**src/rtl/booth_multiplier_seq_pkg.sv**
```systemverilog
// Shared types and sizing for the sequential radix-2 Booth multiplier.
// Used by booth_multiplier_seq and booth_step.
package mult_pkg;

  localparam int WIDTH_MIN = 4;
  localparam int WIDTH_MAX = 32;
  // One counter width covers every legal WIDTH, including the extra unsigned step.
  localparam int CNT_W = $clog2(WIDTH_MAX + 2);

  typedef enum logic [1:0] {
    IDLE = 2'd0,
    CALC = 2'd1,
    DONE = 2'd2
  } mult_state_t;

  typedef enum logic [1:0] {
    NOP = 2'd0,
    ADD = 2'd1,
    SUB = 2'd2
  } booth_op_t;

  function automatic booth_op_t booth_decode(input logic q0, input logic q_1);
    booth_op_t op;
    case ({q0, q_1})
      2'b01:   op = ADD;
      2'b10:   op = SUB;
      default: op = NOP;
    endcase
    return op;
  endfunction

endpackage

```
**src/rtl/booth_multiplier_seq_if.sv**
```systemverilog
// Start/busy/done handshake and operand/result bus of the Booth multiplier.
// MULT_UNSIGNED_SEL_EN adds the is_signed operand-mode select.
interface booth_multiplier_seq_if #(
  parameter int WIDTH = 8
);

  logic                   start;
  logic [WIDTH-1:0]       A;
  logic [WIDTH-1:0]       B;
  logic                   busy;
  logic                   done;
  logic [2*WIDTH-1:0]     mult;
  logic                   sign;
`ifdef MULT_UNSIGNED_SEL_EN
  logic                   is_signed;

  modport master (
    output start, A, B, is_signed,
    input  busy, done, mult, sign
  );

  modport slave (
    input  start, A, B, is_signed,
    output busy, done, mult, sign
  );
`else
  modport master (
    output start, A, B,
    input  busy, done, mult, sign
  );

  modport slave (
    input  start, A, B,
    output busy, done, mult, sign
  );
`endif

endinterface

```
**src/rtl/booth_multiplier_seq_booth_step.sv**
```systemverilog
// One radix-2 Booth iteration: add/subtract A by {q[0],q_1}, then
// arithmetic-shift {acc,q,q_1} right by one.
module booth_step
  import mult_pkg::*;
#(
  parameter int WIDTH = 8
) (
  input  logic [2*WIDTH+1:0] p,
  input  logic [WIDTH:0]     a,
  output logic [2*WIDTH+1:0] p_next
);

  logic [WIDTH:0] acc_s;
  logic [WIDTH:0] sum_s;
  booth_op_t      op_s;

  // Booth add/subtract followed by the sign-replicating shift
  always_comb begin
    acc_s = p[2*WIDTH+1:WIDTH+1];
    op_s  = booth_decode(p[1], p[0]);
    case (op_s)
      ADD:     sum_s = acc_s + a;
      SUB:     sum_s = acc_s - a;
      NOP:     sum_s = acc_s;
      default: sum_s = acc_s;
    endcase
    p_next = {sum_s[WIDTH], sum_s, p[WIDTH:1]};
  end

endmodule

```
**src/rtl/booth_multiplier_seq.sv**
```systemverilog
// Sequential radix-2 Booth multiplier with its own IDLE/CALC/DONE control.
// Optional macro MULT_UNSIGNED_SEL_EN enables per-operation unsigned mode.
module booth_multiplier_seq
  import mult_pkg::*;
#(
  parameter int WIDTH = 8
) (
  input  logic                  clk,
  input  logic                  rst,
  booth_multiplier_seq_if.slave bus
);

  localparam int PW = 2*WIDTH + 2;

  if (WIDTH < WIDTH_MIN || WIDTH > WIDTH_MAX) begin : g_width_check
    $error("booth_multiplier_seq: WIDTH out of range");
  end

  mult_state_t          state_r;
  mult_state_t          state_next;
  logic [PW-1:0]        p_r;
  logic [PW-1:0]        p_next;
  logic [WIDTH:0]       a_r;
  logic [WIDTH:0]       a_next;
  logic [CNT_W-1:0]     count_r;
  logic [CNT_W-1:0]     count_next;
  logic                 busy_r;
  logic                 busy_next;
  logic                 done_r;
  logic                 done_next;
  logic                 sign_r;
  logic                 sign_next;
  logic [2*WIDTH-1:0]   mult_r;
  logic [2*WIDTH-1:0]   mult_next;

  logic [PW-1:0]        step_in_s;
  logic [PW-1:0]        step_out_s;
  logic [PW-1:0]        step_res_s;
  logic                 ext_step_s;
  logic [WIDTH:0]       a_capture_s;
  logic [CNT_W-1:0]     count_load_s;
  logic [2*WIDTH-1:0]   product_s;

`ifdef MULT_UNSIGNED_SEL_EN
  logic signed_r;
  logic signed_next;

  // Operand extension, step count and product alignment for the captured mode
  always_comb begin
    if (bus.is_signed) begin
      a_capture_s  = {bus.A[WIDTH-1], bus.A};
      count_load_s = CNT_W'(WIDTH);
    end else begin
      a_capture_s  = {1'b0, bus.A};
      count_load_s = CNT_W'(WIDTH + 1);
    end
    // The unsigned run shifts once more, so its product sits one bit lower.
    if (signed_r) begin
      product_s = p_r[2*WIDTH:1];
    end else begin
      product_s = p_r[2*WIDTH-1:0];
    end
    if (state_r == CALC && !signed_r && count_r == CNT_W'(1)) begin
      ext_step_s = 1'b1;
    end else begin
      ext_step_s = 1'b0;
    end
    if (state_r == IDLE && bus.start) begin
      signed_next = bus.is_signed;
    end else begin
      signed_next = signed_r;
    end
  end

  // Operand-mode register, captured with A and B
  always_ff @(posedge clk) begin
    if (rst) begin
      signed_r <= 1'b1;
    end else begin
      signed_r <= signed_next;
    end
  end
`else
  // Always-signed operand extension and product alignment
  always_comb begin
    a_capture_s  = {bus.A[WIDTH-1], bus.A};
    count_load_s = CNT_W'(WIDTH);
    product_s    = p_r[2*WIDTH:1];
    ext_step_s   = 1'b0;
  end
`endif

  // Final unsigned step decodes the zero extension bit, not the product LSB in q[0]
  always_comb begin
    if (ext_step_s) begin
      step_in_s = {p_r[PW-1:2], 1'b0, p_r[0]};
    end else begin
      step_in_s = p_r;
    end
  end

  booth_step #(
    .WIDTH (WIDTH)
  ) u_booth_step (
    .p      (step_in_s),
    .a      (a_r),
    .p_next (step_out_s)
  );

  // Restore the real q[0] into q_1 after the forced-decode step
  always_comb begin
    if (ext_step_s) begin
      step_res_s = {step_out_s[PW-1:1], p_r[1]};
    end else begin
      step_res_s = step_out_s;
    end
  end

  // Next-state and next-output logic of the control FSM
  always_comb begin
    state_next = state_r;
    p_next     = p_r;
    a_next     = a_r;
    count_next = count_r;
    busy_next  = busy_r;
    done_next  = 1'b0;
    mult_next  = mult_r;
    sign_next  = sign_r;
    case (state_r)
      IDLE: begin
        if (bus.start) begin
          a_next     = a_capture_s;
          p_next     = {{(WIDTH+1){1'b0}}, bus.B, 1'b0};
          count_next = count_load_s;
          busy_next  = 1'b1;
          state_next = CALC;
        end else begin
          state_next = IDLE;
        end
      end
      CALC: begin
        p_next     = step_res_s;
        count_next = count_r - CNT_W'(1);
        if (count_r == CNT_W'(1)) begin
          state_next = DONE;
        end else begin
          state_next = CALC;
        end
      end
      DONE: begin
        mult_next  = product_s;
        sign_next  = product_s[2*WIDTH-1];
        done_next  = 1'b1;
        busy_next  = 1'b0;
        state_next = IDLE;
      end
      default: begin
        busy_next  = 1'b0;
        state_next = IDLE;
      end
    endcase
  end

  // State, datapath and registered-output flops
  always_ff @(posedge clk) begin
    if (rst) begin
      state_r <= IDLE;
      p_r     <= {PW{1'b0}};
      a_r     <= {(WIDTH+1){1'b0}};
      count_r <= {CNT_W{1'b0}};
      busy_r  <= 1'b0;
      done_r  <= 1'b0;
      mult_r  <= {(2*WIDTH){1'b0}};
      sign_r  <= 1'b0;
    end else begin
      state_r <= state_next;
      p_r     <= p_next;
      a_r     <= a_next;
      count_r <= count_next;
      busy_r  <= busy_next;
      done_r  <= done_next;
      mult_r  <= mult_next;
      sign_r  <= sign_next;
    end
  end

  assign bus.busy = busy_r;
  assign bus.done = done_r;
  assign bus.mult = mult_r;
  assign bus.sign = sign_r;

endmodule
```
**src/flat_wrapper.sv**
```systemverilog
// flat-port wrapper written by rule: the top's interface ports become plain ports
module booth_multiplier_seq_flat import mult_pkg::*;
#(
  parameter int WIDTH = 8
)
  (clk, rst, bus_start, bus_A, bus_B, bus_busy, bus_done, bus_mult, bus_sign);
  booth_multiplier_seq_if #(.WIDTH(WIDTH)) bus_i ();
  input  logic clk;
  input  logic rst;
  input wire logic [$bits(bus_i.start)-1:0] bus_start;
  input wire logic [$bits(bus_i.A)-1:0] bus_A;
  input wire logic [$bits(bus_i.B)-1:0] bus_B;
  output wire logic [$bits(bus_i.busy)-1:0] bus_busy;
  output wire logic [$bits(bus_i.done)-1:0] bus_done;
  output wire logic [$bits(bus_i.mult)-1:0] bus_mult;
  output wire logic [$bits(bus_i.sign)-1:0] bus_sign;
  assign bus_i.start = bus_start;
  assign bus_i.A = bus_A;
  assign bus_i.B = bus_B;
  assign bus_busy = bus_i.busy;
  assign bus_done = bus_i.done;
  assign bus_mult = bus_i.mult;
  assign bus_sign = bus_i.sign;
  booth_multiplier_seq #(.WIDTH(WIDTH)) u_core (.clk(clk), .rst(rst), .bus(bus_i));
endmodule
```
**config.mk**
```make
export PLATFORM = sky130hd
export DESIGN_NAME = booth_multiplier_seq_flat
export DESIGN_NICKNAME = d
export VERILOG_FILES = /design/src/rtl/booth_multiplier_seq_pkg.sv /design/src/rtl/booth_multiplier_seq_if.sv /design/src/rtl/booth_multiplier_seq_booth_step.sv /design/src/rtl/booth_multiplier_seq.sv /design/src/flat_wrapper.sv
export SDC_FILE = /design/constraint.sdc
export NUM_CORES = 1
export LEC_CHECK = 0
export ABC_AREA = 1
export BUFFER_PORTS_ARGS = -buffer_cell sky130_fd_sc_hd__buf_2
export CAP_MARGIN = 25
export CORE_ASPECT_RATIO = 1.5
export CORE_MARGIN = 5
export CORE_UTILIZATION = 38
export CTS_CLUSTER_DIAMETER = 40
export CTS_CLUSTER_SIZE = 20
export DETAILED_ROUTE_END_ITERATION = 6
export PLACE_DENSITY = 0.54
export SYNTH_ARGS = -nofsm -noshare
export SYNTH_HDL_FRONTEND = slang
export SYNTH_SLANG_ARGS = --single-unit
export TNS_END_PERCENT = 50
```
**constraint.sdc**
```tcl
create_clock -name clk -period 3.5 [get_ports clk]
set_input_delay 0.175 -clock clk [delete_from_list [all_inputs] [get_ports clk]]
set_output_delay 0.175 -clock clk [all_outputs]
set_load 0.01 [all_outputs]
```
== Word level (Yosys, flattened, before mapping) ==
Cells that the tools add are included.
Operators by class
  reduce and logical (&&, ||, !) cells: 5
  multiplexer cells: 12
  add/sub/neg operators: 3
  bitwise logic cells: 1
  equality and inequality tests: 8
Operators by type and width (number)
  18-bit case mux with 2 select lines: 1
  18-bit two-way mux: 1
  9-bit case mux with 2 select lines: 1
  6-bit case mux with 2 select lines: 1
  9-bit adder: 1
  9-bit subtractor: 1
  2-bit case mux with 2 select lines: 2
  2-bit by 1-bit equality test with 1-bit output, second input constant: 3
  2-bit equality test, second input constant: 3
  6-bit by 1-bit equality test with 1-bit output, second input constant: 1
  6-bit two-way mux: 1
  2-bit AND reduction: 3
  6-bit by 1-bit subtractor with 6-bit output, second input constant: 1
  1-bit two-way mux: 3
  2-bit logical NOT: 1
  2-bit two-way mux: 1
  2-bit != test, second input constant: 1
  1-bit case mux with 2 select lines: 1
  2-bit nonzero test: 1
  1-bit NOT: 1
Storage, ports and cells
  flip-flop bits (word level): 53

== Logic depth before layout (Yosys ltp) ==
Gate-level depths: netlist of the first run.
  word-level depth: 5
  depth in mapped cells: 19
  depth with buffers taken out: 19

== Modules after synthesis ==
A second synthesis of the first run with hierarchy kept.
Second synthesis, totals
  cells, all modules: 393
  area, all modules: 2894.0 um2
Modules (own cells, without submodules)
  booth_multiplier_seq: times used 1, sequential area each 1041.0 um2, cells an instance 249, area each 2114.5 um2
  booth_step: times used 1, sequential area each 0.0 um2, cells an instance 144, area each 779.5 um2

== Worst setup path after synthesis of the first run ==
OpenSTA, ideal clock, no wires.
  path kind: reg-to-reg
  start: reg u_core.a_r[0]
  end: reg u_core.p_r[15]
  cell stages (with the launch flop): 17
  slack: 1.301 ns
  arrival time: 2.067 ns
  required time: 3.368 ns
  cells stage by stage: dfxtp_1 inv_1 ha_1 inv_1 nor2_1 nand2_1 o31ai_1 xnor2_1 inv_1 ha_1 a21o_1 nor2_1 nand2_1 nand2_1 nand3_1 nand2_1 a21oi_1
Between the ends
  longest elaborated chain between the ends: 3
  elaborated cells on any way between the ends: 4
  those cells by class: add/sub: 2; mux: 2
RTL lines
  start, declared: RTL line booth_multiplier_seq.sv:23  | logic [WIDTH:0] a_r;
  start signal, assigned: RTL line booth_multiplier_seq.sv:169  | a_r <= {(WIDTH+1){1'b0}};
  start signal, assigned: RTL line booth_multiplier_seq.sv:178  | a_r <= a_next;
  9-bit subtractor / 9-bit adder (equally long branches): RTL line booth_multiplier_seq_booth_step.sv:23, booth_multiplier_seq_booth_step.sv:22
  9-bit case mux with 2 select lines *: RTL line booth_multiplier_seq_booth_step.sv:21  | case (op_s)
  18-bit case mux with 2 select lines *: RTL line booth_multiplier_seq.sv:129  | case (state_r)
  end signal, assigned: RTL line booth_multiplier_seq.sv:168  | p_r <= {PW{1'b0}};
  end signal, assigned: RTL line booth_multiplier_seq.sv:177  | p_r <= p_next;
  end, declared: RTL line booth_multiplier_seq.sv:21  | logic [PW-1:0] p_r;
Every way passes the cells marked *; elsewhere a longest branch is shown, timed or not.
A chain may end at the register's enable or synchronous reset.

== Worst setup path after layout of the first run ==
Same ends and word-level chain as after synthesis.

==> qor.csv, run 1 <==
metric,value,unit
syn_area_per_cell,7.121,um^2
P_leak,1.403,nW
cell chain of the critical path,"inv_1, ha_1, inv_1, nor2_1, nand2_1, o31ai_1, xnor2_1, inv_1, ha_1, a21o_1, nor2_1, nand2_1, nand2_1, nand3_1, nand2_1, a21oi_1",
Max clock buf depth,2,
fin crit share,69.52,%
Power Dens Cells,469.9,nW/um^2
vias in the first global route,2360,
Die Area,8649,um^2
Final Hold Viols,0,
global-route wire length before repair,10340,um
worst path arrival time,2.62,ns
Worst-Margin Slew,0.8994,ns
Setup CP Type,flip-flop to flip-flop,
relative slew slack,39.97,%
Die H,111.4,um
Synth cell types,31,
Hold Path Class,input port to flip-flop,
syn nets,398,
crit-path max FO,5,
global router's overall resource usage,14.32,%
CP startpoint kind,flip-flop,
Seq cells post-synth,51,
hold buffer count at cts,0,
ANT cells,0,
Core Region,6759,um^2
"CP delay by family, top",simple AND/OR/NAND/NOR gates,
synth top area cells,"dfxtp_1, nand2_1, inv_1",
drt wl/cell,12.55,um
dpl cells,469,
TritonCTS buffer count,5,
starting density of the core,38.56,%
Final Critical Period,2.433,ns
Sum Neg Setup Slack,0,ns
antenna-violating nets left,0,
CP max stage delay,0.33,ns
CTS sink count,51,
CTS tree,done,
max-cap viol count,0,
Clock Pin Slew Worst Setup and Hold Paths,0.09,ns
RePlAce Congestion,0.8214,
synthesized area,2606,um^2
final setup vio count,0,
Crit. End Element,flip-flop,
sequential share of the synthesized area,39.17,%
"wirelength, routed",5974,um
gr ovfl total,0,
Vias,2351,
drt pass-1 iters,4,
Yosys top cell by area,dfxtp_1,
unrepaired setup endpoints after global routing,false,
Rows,37,
Syn Inst Count,366,
initial antenna violation count,0,
post-route clock skew,0.009126,ns
status,"finished, final reports clean",
Crit path required time,3.69,ns
Crit path top cell by count,nand2_1,
hpwl dp,4574,um
Finished Layout Cells,476,
postcts setup bufs,0,
CTS root buffer,clkbuf_8,
f_max,0.4110,GHz
fill count,759,
post-synth top area share,39.17,%
DIE WIDTH,77.62,um
Post-CTS Resized,0,
"Clk Latency, worst-skew pair",0.30,ns
Worst path slowest cell,ha_1,
Syn-to-layout area delta,12.58,%
pin count of the biggest net entering global routing,36,
count of pins over their slew limit,0,
VDD IR-drop max,0.2408,mV
nets@finish,430,
drc violations,0,
layout cell share with drive strength beyond 1,13.82,%
First DRT Iteration DRCs,47,
YS warnings,0,
Port Buffers,37,
number of H-tree levels,2,
DR vias/cell,4.939,
io pins,38,
"Buf+Inv Stages, Crit Path",3,
## worst paths after layout
kind	slack, ns	end	cells after the start	startpoint
hold / removal	0.09	u_core.a_r[5]$_SDFFE_PP0P_	3	bus_A[5]
setup / recovery	1.07	u_core.p_r[15]$_SDFFE_PP0P_	16	u_core.a_r[0]$_SDFFE_PP0P_
setup reg to reg	1.07	u_core.p_r[15]$_SDFFE_PP0P_	16	u_core.a_r[0]$_SDFFE_PP0P_
hold reg to reg	0.46	u_core.bus.busy$_SDFFE_PP0P_	2	u_core.bus.busy$_SDFFE_PP0P_
## kinds of logic after synthesis
logic type               synth area share [%]
AND/OR/NAND/NOR                         22.37
adder cells (fa/ha/maj)                 6.529
buffers and inverters                   10.56
flip-flops                              39.17
AO/OA/AOI/OAI                           19.01
XOR/XNOR                                2.352
## flip-flops by register name (all words and copies together), names as in the netlist
register and cells:
u_core.p_r 17, u_core.bus.mult 16, u_core.a_r 8, u_core.count_r 6, u_core.state_r 2, u_core.bus.busy 1
u_core.bus.done 1
## worst min-delay path: stages
cell	delay [ns]
buf_2	0.07
nor2_1	0.03
nor2_1	0.08
## synth_stat cells
cell type	instances
inv_1	53
fa_1	1
dfxtp_1	51
nor3_1	4
o311a_1	1
o21ai_1	2
a21o_1	1
nand3_1	16
nand2_2	2
clkbuf_1	5
nor2_1	44
inv_2	4
or2_2	1
a221oi_1	1
nor2_8	1
a22oi_1	1
o22ai_1	1
o211ai_1	2
a211oi_1	1
ha_1	12
o31ai_1	1
or2_1	2
buf_4	3
o21ai_0	37
o221ai_1	4
buf_2	4
nor2_4	3
a21oi_1	39
xor2_1	4
nand2_1	62
xnor2_1	3
## stage by stage
step                      instance area [um^2]  hold slack [ns]  setup WS, ns  util (%)   power, W
after floorplan                           2606           0.2441         1.301         -  0.0009175
after global routing                      2934           0.1013        0.7281     43.41   0.001477
after CTS                                 2934          0.08415         1.031     43.41   0.001402
final                                     2934          0.09235         1.067     43.41   0.001379
after detailed placement                  2828           0.4026         1.041     41.84  0.0009961
after global placement                    2828           0.3981         1.016     41.84  0.0009931
## layout by cell type (no fill, tap or decap), types with 3 or more instances in the layout
cell type   n
a21oi_1    39
nor2_1     44
ha_1       12
o221ai_1    4
nor2_4      3
dfxtp_1    51
nand3_1    16
nor3_1      4
o21ai_0    37
buf_2      37
inv_2       4
nand2_1    62
clkbuf_8    5
xnor2_1     3
inv_1      53
xor2_1      4
## report_power, final
| part | switching [W] | internal, W | leakage, nW |
|---|---|---|---|
| Sequential | 0.0000283 | 0.000614 | 0.416 |
| Combinational | 0.000210 | 0.000126 | 0.936 |
| Clock | 0.000191 | 0.000209 | 0.0502 |
| Total | 0.000430 | 0.000949 | 1.40 |
## layout make-up
cell class,instances,area [um^2],share of cell area (%)
multi-input cells,246,1310,44.65
clock inverters,2,37.54,1.279
repair buffers,37,185.2,6.311
clock buffers,5,68.82,2.345
well taps,78,97.59,3.326
flip-flops and latches,51,1021,34.80
inverters,57,214.0,7.292
## metal layers
metal	GRT usage, %	up-vias	part of all wire [%]
met5	0	-	0
met2	26.38	29	53
met4	5.505	0	2.3
met1	16.08	1065	43
li1	-	1245	-
met3	2.184	12	2.1
No activity file was read; power rests on OpenSTA's default activity.
==> run 2, diff against run 1 <==
clock period = 2.25 ns   (was 3.5 ns; I/O delays follow)
==> qor.csv, run 2 (synthesis gave the netlist of run 1 again) <==
metric,value,unit,change
status,"finished, final reports clean",,
dpl cells,483,,+3.0%
"commonest cells after routing, fill and taps aside","nand2_1, inv_1, dfxtp_1, nor2_1, a21oi_1",,
CTS root buffer,clkbuf_8,,
Setup CP Type,flip-flop to flip-flop,,
Worst Reg-to-Reg Cells,19,,+3
f_max,0.4629,GHz,+13%
unrepaired setup endpoints after global routing,true,,
Crit path top cell by count,nand2_1,,
Finished Core Util,46.76,%,+3.4 points
Hold Path Class,input port to flip-flop,,
Sum Neg Setup Slack,0,ns,unchanged
worst path arrival time,2.34,ns,-0.28 ns
Port Buffers,37,,unchanged
vias in the first global route,2367,,+0.30%
area taken by multi-input logic gates,1416,um^2,+8.1%
number of H-tree levels,2,,unchanged
FF-to-FF Start,u_core.a_r[1]$_SDFFE_PP0P_,,
io pins,38,,unchanged
global-route wire length before repair,10540,um,+1.9%
Max clock buf depth,2,,unchanged
Die Area,8649,um^2,unchanged
NetSw,0.0007196,W,+68%
register area,1025,um^2,+0.37%
Rows,37,,unchanged
DR vias/cell,4.931,,-0.17%
TritonCTS buffer count,5,,unchanged
global router's overall resource usage,14.71,%,+0.39 points
Finished Layout Cells,491,,+3.2%
Clock Pin Slew Worst Setup and Hold Paths,0.09,ns,about the same
Die H,111.4,um,unchanged
crit path to,u_core.p_r[15]$_SDFFE_PP0P_,,
CTS tree,done,,
pin count of the biggest net entering global routing,28,,-22%
"CP delay by family, top",simple AND/OR/NAND/NOR gates,,
Syn-to-layout area delta,21.27,%,
Final Hold Viols,0,,unchanged
VDD IR-drop max,0.4968,mV,+110%
Crit. End Element,flip-flop,,
"Clk Latency, worst-skew pair",0.30,ns,about the same
post-route clock skew,0.004623,ns,-0.004502 ns
Worst path slowest cell,dfxtp_2,,
relative slew slack,68.49,%,+29 points
initial antenna violation count,0,,unchanged
"Most flops, register",u_core.p_r,,
max-cap viol count,0,,unchanged
nets@finish,444,,+3.3%
Vias,2421,,+3.0%
final setup vio count,0,,unchanged
antenna-violating nets left,0,,unchanged
CP startpoint kind,flip-flop,,
FF-to-FF End,u_core.p_r[15]$_SDFFE_PP0P_,,
CTS sink count,51,,unchanged
hold_ws,0.02524,ns,-0.06711 ns
starting density of the core,38.56,%,unchanged
Flop pwr share,43.5,%,-3.1 points
"most common cell after layout, fill and taps aside",nand2_1,,
P_leak,1.494,nW,+6.5%
max FFs per register,17,,unchanged
Worst-Margin Slew,0.4722,ns,-0.4273 ns
ANT cells,0,,unchanged
drt wl/cell,12.56,um,about the same
cell internal pwr,0.001588,W,+67%
cell chain of the critical path,"inv_2, ha_4, inv_2, nor2_4, nand2_2, nand2_1, xnor2_1, inv_1, ha_1, nand2_1, nand2_1, inv_1, nor2_1, nor2_2, nand2_1, nand2_1, nand3_1, nand2_1, a21oi_1",,
flop-to-flop setup slack,0.09,ns,-0.98 ns
Crit path required time,2.43,ns,-1.26 ns
gr ovfl total,0,,unchanged
crit-path max FO,4,,-1
count of pins over their slew limit,0,,unchanged
Core Region,6759,um^2,unchanged
First DRT Iteration DRCs,90,,+91%
CP max stage delay,0.33,ns,about the same
layout cell share with drive strength beyond 1,22.76,%,+8.9 points
Final Critical Period,2.160,ns,-0.2729 ns
Crit. Startpoint,u_core.a_r[1]$_SDFFE_PP0P_,,
DIE WIDTH,77.62,um,unchanged
switching share of power,31.18,%,about the same
Clock Power Share,28.9,%,about the same
depth of the worst hold-timing path,3,,unchanged
drt pass-1 iters,5,,+1
fin crit share,96.02,%,+26 points
RePlAce Congestion,0.7921,,-3.6%
fill count,723,,-4.7%
hold buffer count at cts,0,,unchanged
Worst path depth,19,,+3
Power Dens Cells,730.2,nW/um^2,+55%
hpwl dp,4577,um,about the same
"Buf+Inv Stages, Crit Path",4,,+1
"wirelength, routed",6166,um,+3.2%
Comb power frac,27.6,%,+3.2 points
drc violations,0,,unchanged
run 2: power groups by stage:
stage	Clock (W)	Sequential, W	Combinational [W]
2_1_floorplan	0	0.00101	0.000415
3_3_place_gp	0	0.00102	0.000578
3_5_place_dp	0	0.00102	0.000583
4_1_cts	0.000691	0.000999	0.000592
5_1_grt	0.000721	0.00101	0.000732
6_report	0.000667	0.00100	0.000636
run 2: worst min path at each step:
stage / startpoint / to / slack, ns
finish: bus_A[7] / u_core.a_r[7]$_SDFFE_PP0P_ / 0.03
floorplan: rst / u_core.p_r[0]$_SDFFE_PP0P_ / 0.18
CTS: bus_A[7] / u_core.a_r[7]$_SDFFE_PP0P_ / 0.02
global route: bus_A[5] / u_core.a_r[5]$_SDFFE_PP0P_ / 0.03
detailed placement: bus_A[5] / u_core.a_r[5]$_SDFFE_PP0P_ / 0.34
global placement: bus_A[5] / u_core.a_r[5]$_SDFFE_PP0P_ / 0.33
run 2: per-stage QoR:
step	instance area, um^2	worst slack (ns)	power (W)
after floorplan	2606	0.05102	0.001427
after global placement	2933	-0.02274	0.001597
after detailed placement	2933	-0.08512	0.001603
after CTS	3067	0.002348	0.002283
after global routing	3161	-0.1235	0.002464
final	3161	0.08953	0.002308
run 2: cell type report:
class                      count  area share (%)
timing repair buffer          51           9.184
multi-input combinational    246           44.81
tap                           78           3.088
inverter                      57           6.770
clock buffer                   6           2.613
sequential                    51           32.42
clock inverter                 2           1.108
run 2: repair_timing:
action	CTS	global route
hold endpoints to repair	0	0
setup endpoints to repair	4	6
buffers inserted	0	0
pin swaps	0	8
resized for setup	5	26
run 2: tightest hold or removal path, delay by kind of cell:
kind                   cells  cell delay [ns]
buffers and inverters      1             0.07
and+or+nand+nor            2             0.11
run 2: routing by layer:
metal / global-route usage [%] / vias to the layer above / share of wire, %
met5: 0 / - / 0
met4: 5.734 / 0 / 1.5
met3: 2.184 / 7 / 1.9
met2: 26.38 / 30 / 53
met1: 17.16 / 1114 / 44
li1: - / 1270 / -
==> run 3, diff against run 2 <==
ABC_AREA = 0   (was 1)
CAP_MARGIN = 15   (was 25)
==> qor.csv, run 3 <==
metric,value,unit,change
status,"complete, but fails checks",,
failing checks,negative setup slack,,
final setup vio count,2,,+2
synthesized area,2516,um^2,-3.5%
Syn Inst Count,320,,-13%
Flop pwr share,41.4,%,-2.1 points
hold buffer count at cts,0,,unchanged
cell internal pwr,0.001753,W,+10%
f_max,0.4281,GHz,-7.5%
Die H,109.7,um,-1.6%
Synth cell types,45,,+45%
max-cap viol count,0,,unchanged
Vias,2335,,-3.6%
CTS tree,done,,
"Most flops, register",u_core.p_r,,
Setup CP Type,flip-flop to flip-flop,,
pin count of the biggest net entering global routing,30,,+7.1%
"Clk Latency, worst-skew pair",0.30,ns,about the same
fin crit share,103.8,%,+7.8 points
Finished Layout Cells,453,,-7.7%
vias in the first global route,2246,,-5.1%
unrepaired setup endpoints after global routing,true,,
Crit. End Element,flip-flop,,
dpl cells,439,,-9.1%
ANT cells,0,,unchanged
drt pass-1 iters,4,,-1
Port Buffers,37,,unchanged
Final WS setup,-0.08597,ns,-0.1755 ns
ys flop type,dfxtp_1,,
max FFs per register,17,,unchanged
Crit path required time,2.44,ns,about the same
sequential share of the synthesized area,40.58,%,+1.4 points
io pins,38,,unchanged
YS warnings,0,,unchanged
post-synth top area share,40.58,%,+1.4 points
gr ovfl total,0,,unchanged
hpwl dp,4450,um,-2.8%
worst path arrival time,2.52,ns,+0.18 ns
"EDFF count, synth",0,,unchanged
Rows,36,,-2.7%
Power Dens Cells,766.4,nW/um^2,+5.0%
Hold Path Class,input port to flip-flop,,
count of pins over their slew limit,0,,unchanged
DIE WIDTH,76.44,um,-1.5%
Final Critical Period,2.336,ns,+0.1755 ns
CP max stage delay,0.42,ns,+0.09 ns
Die Area,8382,um^2,-3.1%
P_leak,1.309,nW,-12%
drt wl/cell,13.30,um,+5.9%
CP startpoint kind,flip-flop,,
Worst-Margin Slew,0.5490,ns,+0.07686 ns
CTS sink count,51,,unchanged
most numerous cell in the Yosys netlist,nand2_1,,
Clock Pin Slew Worst Setup and Hold Paths,0.10,ns,about the same
DP Area,2905,um^2,-0.94%
nets@finish,408,,-8.1%
NetSw,0.0006869,W,-4.5%
CTS root buffer,clkbuf_8,,
First DRT Iteration DRCs,91,,+1.1%
cell chain of the critical path,"buf_4, nor3_2, nor2_1, xnor2_1, ha_1, o211a_1, o31a_1, o41a_1, xnor3_1, o32ai_2",,
"commonest cells after routing, fill and taps aside","nand2_1, dfxtp_1, a21oi_1, buf_2, nor2_1",,
relative slew slack,63.15,%,-5.3 points
RePlAce Congestion,0.7764,,-2.0%
area taken by multi-input logic gates,1443,um^2,+1.9%
most instantiated cells after synthesis,"nand2_1, dfxtp_1, a21oi_1",,
Yosys top cell by area,dfxtp_1,,
initial antenna violation count,0,,unchanged
VDD IR-drop max,0.3701,mV,-25%
TritonCTS buffer count,5,,unchanged
Worst path slowest cell,o41a_1,,
DR vias/cell,5.155,,+4.5%
starting density of the core,38.79,%,+0.23 points
async set-reset flop share out of synthesis,0,%,unchanged
drc violations,0,,unchanged
Max clock buf depth,2,,unchanged
Final Hold Viols,0,,unchanged
Clock Power Share,30.6,%,+1.7 points
hold_ws,0.03223,ns,+0.006993 ns
"wirelength, routed",6023,um,-2.3%
Syn-to-layout area delta,26.50,%,
syn nets,352,,-12%
Comb power frac,28.0,%,+0.4 points
syn_area_per_cell,7.863,um^2,+10%
post-route clock skew,0.007473,ns,+0.002850 ns
"Buf+Inv Stages, Crit Path",1,,-3
crit-path max FO,4,,unchanged
number of H-tree levels,2,,unchanged
switching share of power,28.16,%,-3.0 points
Seq cells post-synth,51,,unchanged
global-route wire length before repair,10340,um,-1.9%
antenna-violating nets left,0,,unchanged
layout cell share with drive strength beyond 1,25.99,%,+3.2 points
"most common cell after layout, fill and taps aside",nand2_1,,
fill count,682,,-5.7%
Finished Core Util,49.07,%,+2.3 points
synth top area cells,"dfxtp_1, a21oi_1, nand2_1",,
global router's overall resource usage,14.73,%,+0.021 points
Final Cell Area,3183,um^2,+0.71%
"CP delay by family, top",compound AO/OA/AOI/OAI gates,,
register area,1027,um^2,+0.24%
Core Region,6486,um^2,-4.0%
[run 3: final cells by class]
| cell class | instances | area share (%) |
|---|---|---|
| Timing Repair Buffer | 67 | 13.01 |
| Sequential cell | 51 | 32.27 |
| Multi-Input combinational cell | 232 | 45.32 |
| Clock inverter | 2 | 1.887 |
| Tap cell | 76 | 2.987 |
| Clock buffer | 6 | 2.280 |
| Inverter | 19 | 2.241 |
[run 3: path summary, 6_finish.rpt]
check	startpoint	endpoint	slack (ns)	cells after the start
worst max-delay path	u_core.a_r[0]$_SDFFE_PP0P_	u_core.p_r[16]$_SDFFE_PP0P_	-0.09	10
worst min register to register	u_core.bus.mult[14]$_SDFFE_PP0P_	u_core.bus.mult[14]$_SDFFE_PP0P_	0.45	2
worst max register to register	u_core.a_r[0]$_SDFFE_PP0P_	u_core.p_r[16]$_SDFFE_PP0P_	-0.09	10
worst min-delay path	bus_A[1]	u_core.a_r[1]$_SDFFE_PP0P_	0.03	3
[run 3: per-stage QoR]
stage | setup TNS, ns | worst slack [ns] | power, W
CTS | -0.08791 | -0.03954 | 0.002410
finish | -0.1010 | -0.08597 | 0.002439
detailed placement | -0.4431 | -0.1618 | 0.001626
floorplan | 0 | 0.0001743 | 0.001451
global route | -0.5483 | -0.1829 | 0.002587
global placement | -0.3217 | -0.09263 | 0.001621
[run 3: power by group through the flow]
| stage | logic [W] | clock network, W | registers, W |
|---|---|---|---|
| global route | 0.000761 | 0.000808 | 0.00102 |
| global placement | 0.000596 | 0 | 0.00103 |
| detailed placement | 0.000600 | 0 | 0.00103 |
| CTS | 0.000628 | 0.000774 | 0.00101 |
| floorplan | 0.000439 | 0 | 0.00101 |
| finish | 0.000684 | 0.000747 | 0.00101 |
[run 3: what timing repair did]
action / in CTS / in global routing
buffers inserted: 1 / 5
endpoints found under the setup margin: 4 / 4
resized for setup: 12 / 13
pin swaps: 0 / 9
[run 3: logic make-up after synthesis]
kind of cell               share of synthesized area [%]
and+or+nand+nor                                    20.44
AOI/OAI and AO/OA                                  22.23
DFF                                                40.58
buffers and inverters                              5.868
adders and majority gates                          6.763
xor gates and xnor gates                           3.680
muxes                                             0.4475
[run 3: per-layer routing]
| layer | GRT usage [%] | vias up | share of wire, % |
|---|---|---|---|
| met3 | 2.541 | 4 | 3.7 |
| met2 | 28.13 | 49 | 52 |
| met4 | 4.000 | 0 | 1.0 |
| met5 | 0 | - | 0 |
| li1 | - | 1217 | - |
| met1 | 16.74 | 1065 | 43 |
[run 3: worst min-delay path, cell delays in order]
cell and delay (ns):
buf_2 0.09, nand2_1 0.04, a21oi_1 0.05
